$ cat src/rtl/usrt_pkg.sv
// Shared UART definitions: divisor width, parity select codes and the
// transmitter state encoding.
package usrt_pkg;

  localparam int BAUD_W = 14;

  localparam logic [1:0] PAR_NONE = 2'b00;
  localparam logic [1:0] PAR_EVEN = 2'b01;
  localparam logic [1:0] PAR_ODD  = 2'b10;

  typedef enum logic [2:0] {
    IDLE,
    START,
    DATA,
    PARITY,
    STOP
  } tx_state_e;

endpackage

$ cat src/rtl/uart_tx_baudgen.sv
// Bit-period timer: counts 0..N-1 while enabled and pulses o_Bit_Tick on N-1.
// A divisor of zero behaves like one, so every enabled cycle ticks.
module uart_tx_baudgen #(
  parameter int BAUD_W = 14
) (
  input  logic              i_Pclk,
  input  logic              i_Reset_n,
  input  logic              i_En,
  input  logic [BAUD_W-1:0] i_N,
  output logic              o_Bit_Tick
);

  logic [BAUD_W-1:0] cnt_q, cnt_d;
  logic [BAUD_W-1:0] last;

  assign last       = (i_N == '0) ? '0 : i_N - BAUD_W'(1);
  assign o_Bit_Tick = i_En && (cnt_q == last);

  // Held at zero while disabled so each frame starts its first bit cleanly.
  always_comb begin
    cnt_d = cnt_q;
    if (!i_En || o_Bit_Tick) begin
      cnt_d = '0;
    end else begin
      cnt_d = cnt_q + BAUD_W'(1);
    end
  end

  always_ff @(posedge i_Pclk or negedge i_Reset_n) begin
    if (!i_Reset_n) begin
      cnt_q <= '0;
    end else begin
      cnt_q <= cnt_d;
    end
  end

endmodule

$ cat src/rtl/uart_tx.sv
// UART transmitter: start bit, 8 data bits LSB first, optional even/odd
// parity, one stop bit. Frame parameters are captured when the frame starts.
module uart_tx
  import usrt_pkg::*;
#(
  parameter int BAUD_W = usrt_pkg::BAUD_W
) (
  input  logic              i_Pclk,
  input  logic              i_Reset_n,
  input  logic              i_Start,
  input  logic [7:0]        i_Data,
  input  logic [BAUD_W-1:0] i_Baud,
  input  logic [1:0]        i_Parity,
  output logic              o_Tx_Serial,
  output logic              o_Tx_Busy,
  output logic              o_Tx_Done
);

  tx_state_e         state_q, state_d;
  logic [7:0]        data_q, data_d;
  logic [BAUD_W-1:0] baud_q, baud_d;
  logic [1:0]        parity_q, parity_d;
  logic [2:0]        idx_q, idx_d;
  logic              serial_q, serial_d;
  logic              done_q, done_d;

  logic       bit_tick;
  logic       tick_en;
  logic       parity_en;
  logic       parity_bit;
  logic [2:0] idx_next;

  assign tick_en    = (state_q != IDLE);
  assign parity_en  = (parity_q == PAR_EVEN) || (parity_q == PAR_ODD);
  assign parity_bit = (^data_q) ^ (parity_q == PAR_ODD);
  assign idx_next   = idx_q + 3'd1;

  uart_tx_baudgen #(
    .BAUD_W(BAUD_W)
  ) u_baudgen (
    .i_Pclk    (i_Pclk),
    .i_Reset_n (i_Reset_n),
    .i_En      (tick_en),
    .i_N       (baud_q),
    .o_Bit_Tick(bit_tick)
  );

  // The line value for the next bit is chosen on the transition into it,
  // so the serial output stays a plain register.
  always_comb begin
    state_d  = state_q;
    data_d   = data_q;
    baud_d   = baud_q;
    parity_d = parity_q;
    idx_d    = idx_q;
    serial_d = serial_q;
    done_d   = 1'b0;

    unique case (state_q)
      IDLE: begin
        serial_d = 1'b1;
        if (i_Start) begin
          data_d   = i_Data;
          baud_d   = i_Baud;
          parity_d = i_Parity;
          idx_d    = 3'd0;
          serial_d = 1'b0;
          state_d  = START;
        end
      end
      START: begin
        if (bit_tick) begin
          serial_d = data_q[0];
          state_d  = DATA;
        end
      end
      DATA: begin
        if (bit_tick) begin
          if (idx_q == 3'd7) begin
            idx_d = 3'd0;
            if (parity_en) begin
              serial_d = parity_bit;
              state_d  = PARITY;
            end else begin
              serial_d = 1'b1;
              state_d  = STOP;
            end
          end else begin
            idx_d    = idx_next;
            serial_d = data_q[idx_next];
          end
        end
      end
      PARITY: begin
        if (bit_tick) begin
          serial_d = 1'b1;
          state_d  = STOP;
        end
      end
      STOP: begin
        if (bit_tick) begin
          serial_d = 1'b1;
          done_d   = 1'b1;
          state_d  = IDLE;
        end
      end
      default: begin
        serial_d = 1'b1;
        state_d  = IDLE;
      end
    endcase
  end

  always_ff @(posedge i_Pclk or negedge i_Reset_n) begin
    if (!i_Reset_n) begin
      state_q  <= IDLE;
      data_q   <= '0;
      baud_q   <= '0;
      parity_q <= PAR_NONE;
      idx_q    <= '0;
      serial_q <= 1'b1;
      done_q   <= 1'b0;
    end else begin
      state_q  <= state_d;
      data_q   <= data_d;
      baud_q   <= baud_d;
      parity_q <= parity_d;
      idx_q    <= idx_d;
      serial_q <= serial_d;
      done_q   <= done_d;
    end
  end

  assign o_Tx_Serial = serial_q;
  assign o_Tx_Busy   = (state_q != IDLE);
  assign o_Tx_Done   = done_q;

endmodule

$ cat config.mk
export PLATFORM = sky130hd
export DESIGN_NAME = uart_tx
export DESIGN_NICKNAME = d
export VERILOG_FILES = /design/src/rtl/usrt_pkg.sv /design/src/rtl/uart_tx_baudgen.sv /design/src/rtl/uart_tx.sv
export SDC_FILE = /design/constraint.sdc
export NUM_CORES = 1
export LEC_CHECK = 0
export ABC_AREA = 0
export CAP_MARGIN = 20
export CORE_MARGIN = 4
export CORE_UTILIZATION = 45
export DETAILED_ROUTE_END_ITERATION = 10
export PLACE_DENSITY = 0.68
export SETUP_SLACK_MARGIN = 0.15
export SKIP_CTS_REPAIR_TIMING = 1
export SKIP_LAST_GASP = 1
export SYNTH_ARGS = -nofsm -noshare
export SYNTH_HDL_FRONTEND = slang
export SYNTH_HIERARCHICAL = 1
export SYNTH_SLANG_ARGS = --single-unit
$ cat constraint.sdc
create_clock -name i_Pclk -period 3.5 [get_ports i_Pclk]
set_input_delay 0.875 -clock i_Pclk [delete_from_list [all_inputs] [get_ports i_Pclk]]
set_output_delay 0.875 -clock i_Pclk [all_outputs]
set_load 0.005 [all_outputs]
* Word level (Yosys, flattened, before mapping)
Cells that the tools add are included.
** Storage, ports and cells
- Latch bits :: 0
- Word-level logic and storage cells :: 67
- Memories :: 0
- Bits in writable memories :: 0
- Output and inout port bits :: 3
- Bits in registers :: 46
- Bits in read-only memories :: 0
** Operators by class
- Multiply operators :: 0
- Bitwise gates (word level) :: 1
- Shifts and indexed selects :: 0
- Add/sub/neg operators :: 3
- Reductions and logical operators :: 14
- Magnitude comparators :: 1
- Equality and inequality tests :: 15
- Divide/modulo/power cells :: 0
- Mux-type cells :: 25
** Operator list (number)
- 3-bit two-way mux :: 10
- 14-bit two-way mux :: 2
- 3-bit case mux with 5 select lines :: 1
- 14-bit by 1-bit adder with 14-bit output, second input constant :: 1
- 14-bit == test :: 1
- 14-bit zero test :: 1
- 14-bit by 1-bit subtractor with 14-bit output, second input constant :: 1
- 2-bit by 1-bit inequality test with 1-bit output, second input constant :: 5
- 1-bit two-way mux :: 9
- 8-bit XOR reduction :: 1
- 3-bit by 2-bit == test with 1-bit output, second input constant :: 2
- 3-bit == test, second input constant :: 2
- 3-bit case mux with 2 select lines :: 1
- 3-bit AND reduction :: 2
- 6-bit AND reduction :: 1
- 3-bit by 4-bit less-than comparator with 1-bit output, second input constant :: 1
- 2-bit inequality test, second input constant :: 2
- 1-bit case mux with 4 select lines :: 1
- 3-bit by 1-bit adder with 3-bit output, second input constant :: 1
- 1-bit binary-select mux with 3-bit select :: 1
- 3-bit by 1-bit == test with 1-bit output, second input constant :: 1
- 3-bit zero test :: 1
- 3-bit nonzero test :: 1
- 2-bit by 1-bit == test with 1-bit output, second input constant :: 1
- other kinds (8) :: 9

* Logic depth before layout (Yosys ltp)
- Depth after elaboration :: 6
- Depth in mapped cells :: 14
- Mapped depth without buffers :: 12

* Cells and area by module
Netlist, hierarchy kept.
** Modules (own cells, without submodules)
- uart_tx :: area an instance 1654.1 sq um, sequential area each 802.0 sq um, instances 1, cells each 120
- uart_tx_baudgen :: area an instance 1370.1 sq um, sequential area each 350.3 sq um, instances 1, cells each 164

* Worst setup path after synthesis
No wires, ideal clock.
- Kind :: reg2reg
- From :: reg baud_q[0]
- To :: reg idx_q[0]
- Stages on the path, launching flop included :: 14
- Required time :: 3.375 ns
- Data arrival time :: 3.462 ns
- Slack :: -0.087 ns
- Library setup time :: 0.125 ns
- Buffers on the path :: 2
- Path through :: dfrtp_1 > inv_1 > ha_1 > or3b_1 > clkbuf_1 > o31a_1 > or3_1 > a211o_1 > nor4_4 > and4_1 > buf_2 > nand2_1 > a21boi_0 > mux2_2
** Between the ends
- Word-level cells in the longest chain between the ends :: 6
- Elaborated cells between the ends (all ways) :: 7
- Classes of those cells :: 1 x add/sub; 2 x eq/ne; 1 x mux; 3 x reduce/logical
** RTL lines
- start, declared :: line uart_tx.sv:21 : logic [BAUD_W-1:0] baud_q, baud_d;
- start signal, assigned :: line uart_tx.sv:126 : baud_q <= baud_d;
- 14-bit by 1-bit subtractor with 14-bit output or 14-bit zero test (tied branches) :: line uart_tx_baudgen.sv:16 : assign last = (i_N == '0) ? '0 : i_N - BAUD_W'(1);
- 14-bit two-way mux (*) :: line uart_tx_baudgen.sv:16
- 14-bit == test (*) :: line uart_tx_baudgen.sv:17 : assign o_Bit_Tick = i_En && (cnt_q == last);
- 1-bit logical AND (*) :: line uart_tx_baudgen.sv:17
- named net bit_tick :: line uart_tx.sv:27 : logic bit_tick;
- 2-bit by 1-bit inequality test with 1-bit output (no source line) (*)
- 3-bit AND reduction (no source line) (*)
- end signal, assigned :: line uart_tx.sv:128 : idx_q <= idx_d;
- end, declared :: line uart_tx.sv:23 : logic [2:0] idx_q, idx_d;
Mark *: on every way through the listed nets, which the timed path passes. The rest lies on a longest branch.
A chain may end at the register's enable or synchronous reset.

* Worst setup path after layout
- From :: reg baud_q[0]
- To :: reg idx_q[1]
Same word-level chain as after synthesis.

==> impl_results.md <==
- Status: finished clean
- Synthesis-to-finish area growth: 19.5%
- Max_cap viols: 0
- Maximum VDD drop: 0.364 mV
- Sink Count: 46
- Core ar.: 0.00642 mm2
- Drt wl/cell: 16.3 um
- Cells after Synth: 284
- CP endpoint kind: flop
- Worst skew pair latency: 0.30 ns
- Nets@finish: 356
- CP max stage delay: 0.45 ns
- Synth area leaders: dfrtp_1, mux2_4, a31oi_1, xnor2_1, xor2_1
- Cell row count: 29
- Post-Syn Nets: 316
- Number of diodes: 0
- Layout cells sized above 1: 24.3%
- Worst r2r dst: idx_q[1]
- Peak Freq: 304 MHz
- TritonCTS clock tree: built
- Critical path cell sequence: inv_2 > ha_4 > or3b_4 > buf_6 > or4_4 > a32oi_1 > o2111ai_1 > and4bb_4 > and4_4 > nand2_4 > a21boi_4 > mux2_4
- Synth Flop Type: dfrtp_1
- Max-slew violations: 0
- RSZ-0062 raised after global routing: true
- Die X: 90.0 um
- Post-synth design cell area: 0.00302 mm2
- Max-Slew Margin vs Limit: 63.8%
- Reg clk slew, reported paths: 0.09 ns
- Slew @ Worst Pin: 0.542 ns
- Post-Synth Adder-Cell Area: 2.07%
- Vias/cell: 5.79
- Detailed Route WL: 6570 um
- First-pass GRT wire length: 11,100 um
- Arrival @ worst endpoint: 3.48 ns
- Synthesized flop and latch total: 46
- Share of the yosys chip area belonging to registers: 38.1%
- Fraction of registers with async set or reset after synthesis: 100%
- Start of the worst register-to-register path: baud_q[0]
- Worst EP required: 3.69 ns
- Remaining DRCs: 0
- Ports: 30
- Largest family of logic cells by synthesized area: simple AND/OR/NAND/NOR gates
- Compound-gate portion of the synthesized area: 12.0%
- Gr ovfl total: 0
- Number of enable flip-flop cells after synthesis: 0
- Root Driver: clkbuf_8
- Simple-gate area share of the yosys netlist: 19.5%
- Core Util, Final: 56.3%
- Dpl hpwl: 4600 um
- DIE AREA: 0.00810 mm2
- Crit Path Category: reg -> reg
- Average cell area after synthesis: 10.6 um2
- Post-route insts no fill: 402
- Skew final: 0.0122 ns
- Starting Density: 47.1%
- Fin. Hold Viols: 0
- Library cells used by synthesis: 59
- H-tree depth: 2
- Top cell type by total area after synthesis: dfrtp_1
- CTS Buf Count: 5
- Final setup TNS: 0 ns
- Worst setup SP type: flop
- Vias: 2,329
- Flop-to-flop setup slack: 0.21 ns
- Setup-failing EPs final: 0
- Worst path slowest cell: dfrtp_2
- Synth top area share: 37.2%
- Die Height: 90.0 um
- Hold Crit Class: in -> async
- Mux share of post-synthesis cell area: 14.7%
- Pwr Density: 730 mW/mm2
- Yosys warns: 6
- DR pass1 iterations: 4
- Overall routing resource usage: 16.5%
- Vias in the first global route: 2,311
- Final GP Congestion: 0.864
- Largest net degree at the start of global routing: 47
- Final worst-path cycle share: 94.0%
- Clk buf depth: 2
- Placed Cells: 386
- Leakage Power: 0.00154 uW
- Antenna viol nets, final: 0
- Fin crit period: 3.29 ns
- Iter 0 DRT Violations: 112
- Synth Area in XOR/XNOR: 8.48%
- I/O Buffers: 29
- Initial antenna violation count: 0
- Max Fanout on Critical Path: 7
- Worst reg2reg path depth: 12
-- registers in the layout, summed over array words and instances, names as in the netlist --
name and count:
baud_q 14, u_baudgen/cnt_q 14, data_q 8, idx_q 3
state_q 3, parity_q 2, o_Tx_Done 1, o_Tx_Serial 1
-- per-stage QoR --
step | hold WS, ns | worst slack [ns] | power, uW | instance area [um2]
finish | 0.500 | 0.208 | 2640 | 3610
floorplan | 0.475 | 0.122 | 1900 | 3080
global placement | 0.510 | 0.182 | 2190 | 3410
CTS | 0.542 | 0.0244 | 2570 | 3510
detailed placement | 0.517 | 0.0714 | 2220 | 3410
global route | 0.531 | 0.0912 | 2830 | 3610
-- synthesized netlist by cell type, types with 3 or more instances --
cell type,number
buf_2,4
nand3_1,6
a21oi_1,8
inv_1,6
o41ai_1,5
nor3_1,5
a21boi_0,3
and4_1,3
mux2_4,18
nand2_1,27
nor4_1,6
dfrtp_1,45
ha_1,5
mux2_2,7
o21ai_0,7
and3_1,4
nor2b_1,5
buf_6,4
xnor2_1,12
clkbuf_1,7
or4_1,4
nor2_1,11
a31oi_1,17
mux2i_1,5
nand4_1,4
xor2_1,12
nand2b_1,5
-- cell usage in the layout, fill, tap and decap left out, types with 6 or more instances in the layout --
cell type,n
clkbuf_8,6
nand3_1,6
clkdlybuf4s50_1,28
a31oi_1,17
buf_4,19
nor2_1,11
o21ai_0,7
nand2_1,26
mux2_4,20
xor2_1,12
dfrtp_1,44
a21oi_1,8
xnor2_1,12
-- final cells by class --
cell class                 instances  area, um2
clock inverter                     2       12.5
timing repair buffer              50        459
clock buffer                       6       82.6
fill                             574       2810
tap                               77       96.3
inverter                           6       22.5
sequential                        46       1150
multi-input combinational        215       1790
-- cells by family (layout without fill, tap and decap cells) --
logic type | count (synthesis) | count (layout)
AO/OA/AOI/OAI | 54 | 54
XOR/XNOR | 26 | 26
adder cells (fa/ha/maj) | 5 | 5
buffers and inverters | 23 | 64
flip-flops | 46 | 46
multiplexers | 32 | 32
AND/OR/NAND/NOR | 98 | 98
-- power breakdown --
group / leakage [uW] / switching (uW) / internal, uW
Combinational: 0.000920 / 579 / 782
Clock: 0.0000472 / 182 / 159
Sequential: 0.000574 / 218 / 717
Total: 0.00154 / 978 / 1660
-- worst max path at each step --
| stage | start | endpoint | cells after the start | slack (ns) |
|---|---|---|---|---|
| after detailed placement | baud_q[0] | o_Tx_Serial | 13 | 0.07 |
| after global placement | baud_q[11] | o_Tx_Serial | 10 | 0.18 |
| after global routing | baud_q[0] | o_Tx_Serial | 13 | 0.09 |
| final | baud_q[0] | idx_q[1] | 12 | 0.21 |
| after CTS | baud_q[0] | o_Tx_Serial | 13 | 0.02 |
| after floorplan | baud_q[9] | o_Tx_Serial | 12 | 0.12 |
-- worst max-delay path: cells and delay by family, from the launching register on --
family	cells	cell delay (ns)
adder cells (fa/ha/maj)	1	0.15
flip-flops	1	0.45
buffers and inverters	2	0.22
AO/OA/AOI/OAI	3	0.58
multiplexers	1	0.32
AND/OR/NAND/NOR	5	1.46
-- routing by layer --
metal | global-route usage (%) | part of all wire [%]
met1 | 21.6 | 45
met2 | 28.1 | 50
met3 | 2.84 | 4.0
met4 | 4.59 | 1.2
met5 | 0 | 0
Power figures use the tool's default switching activity.
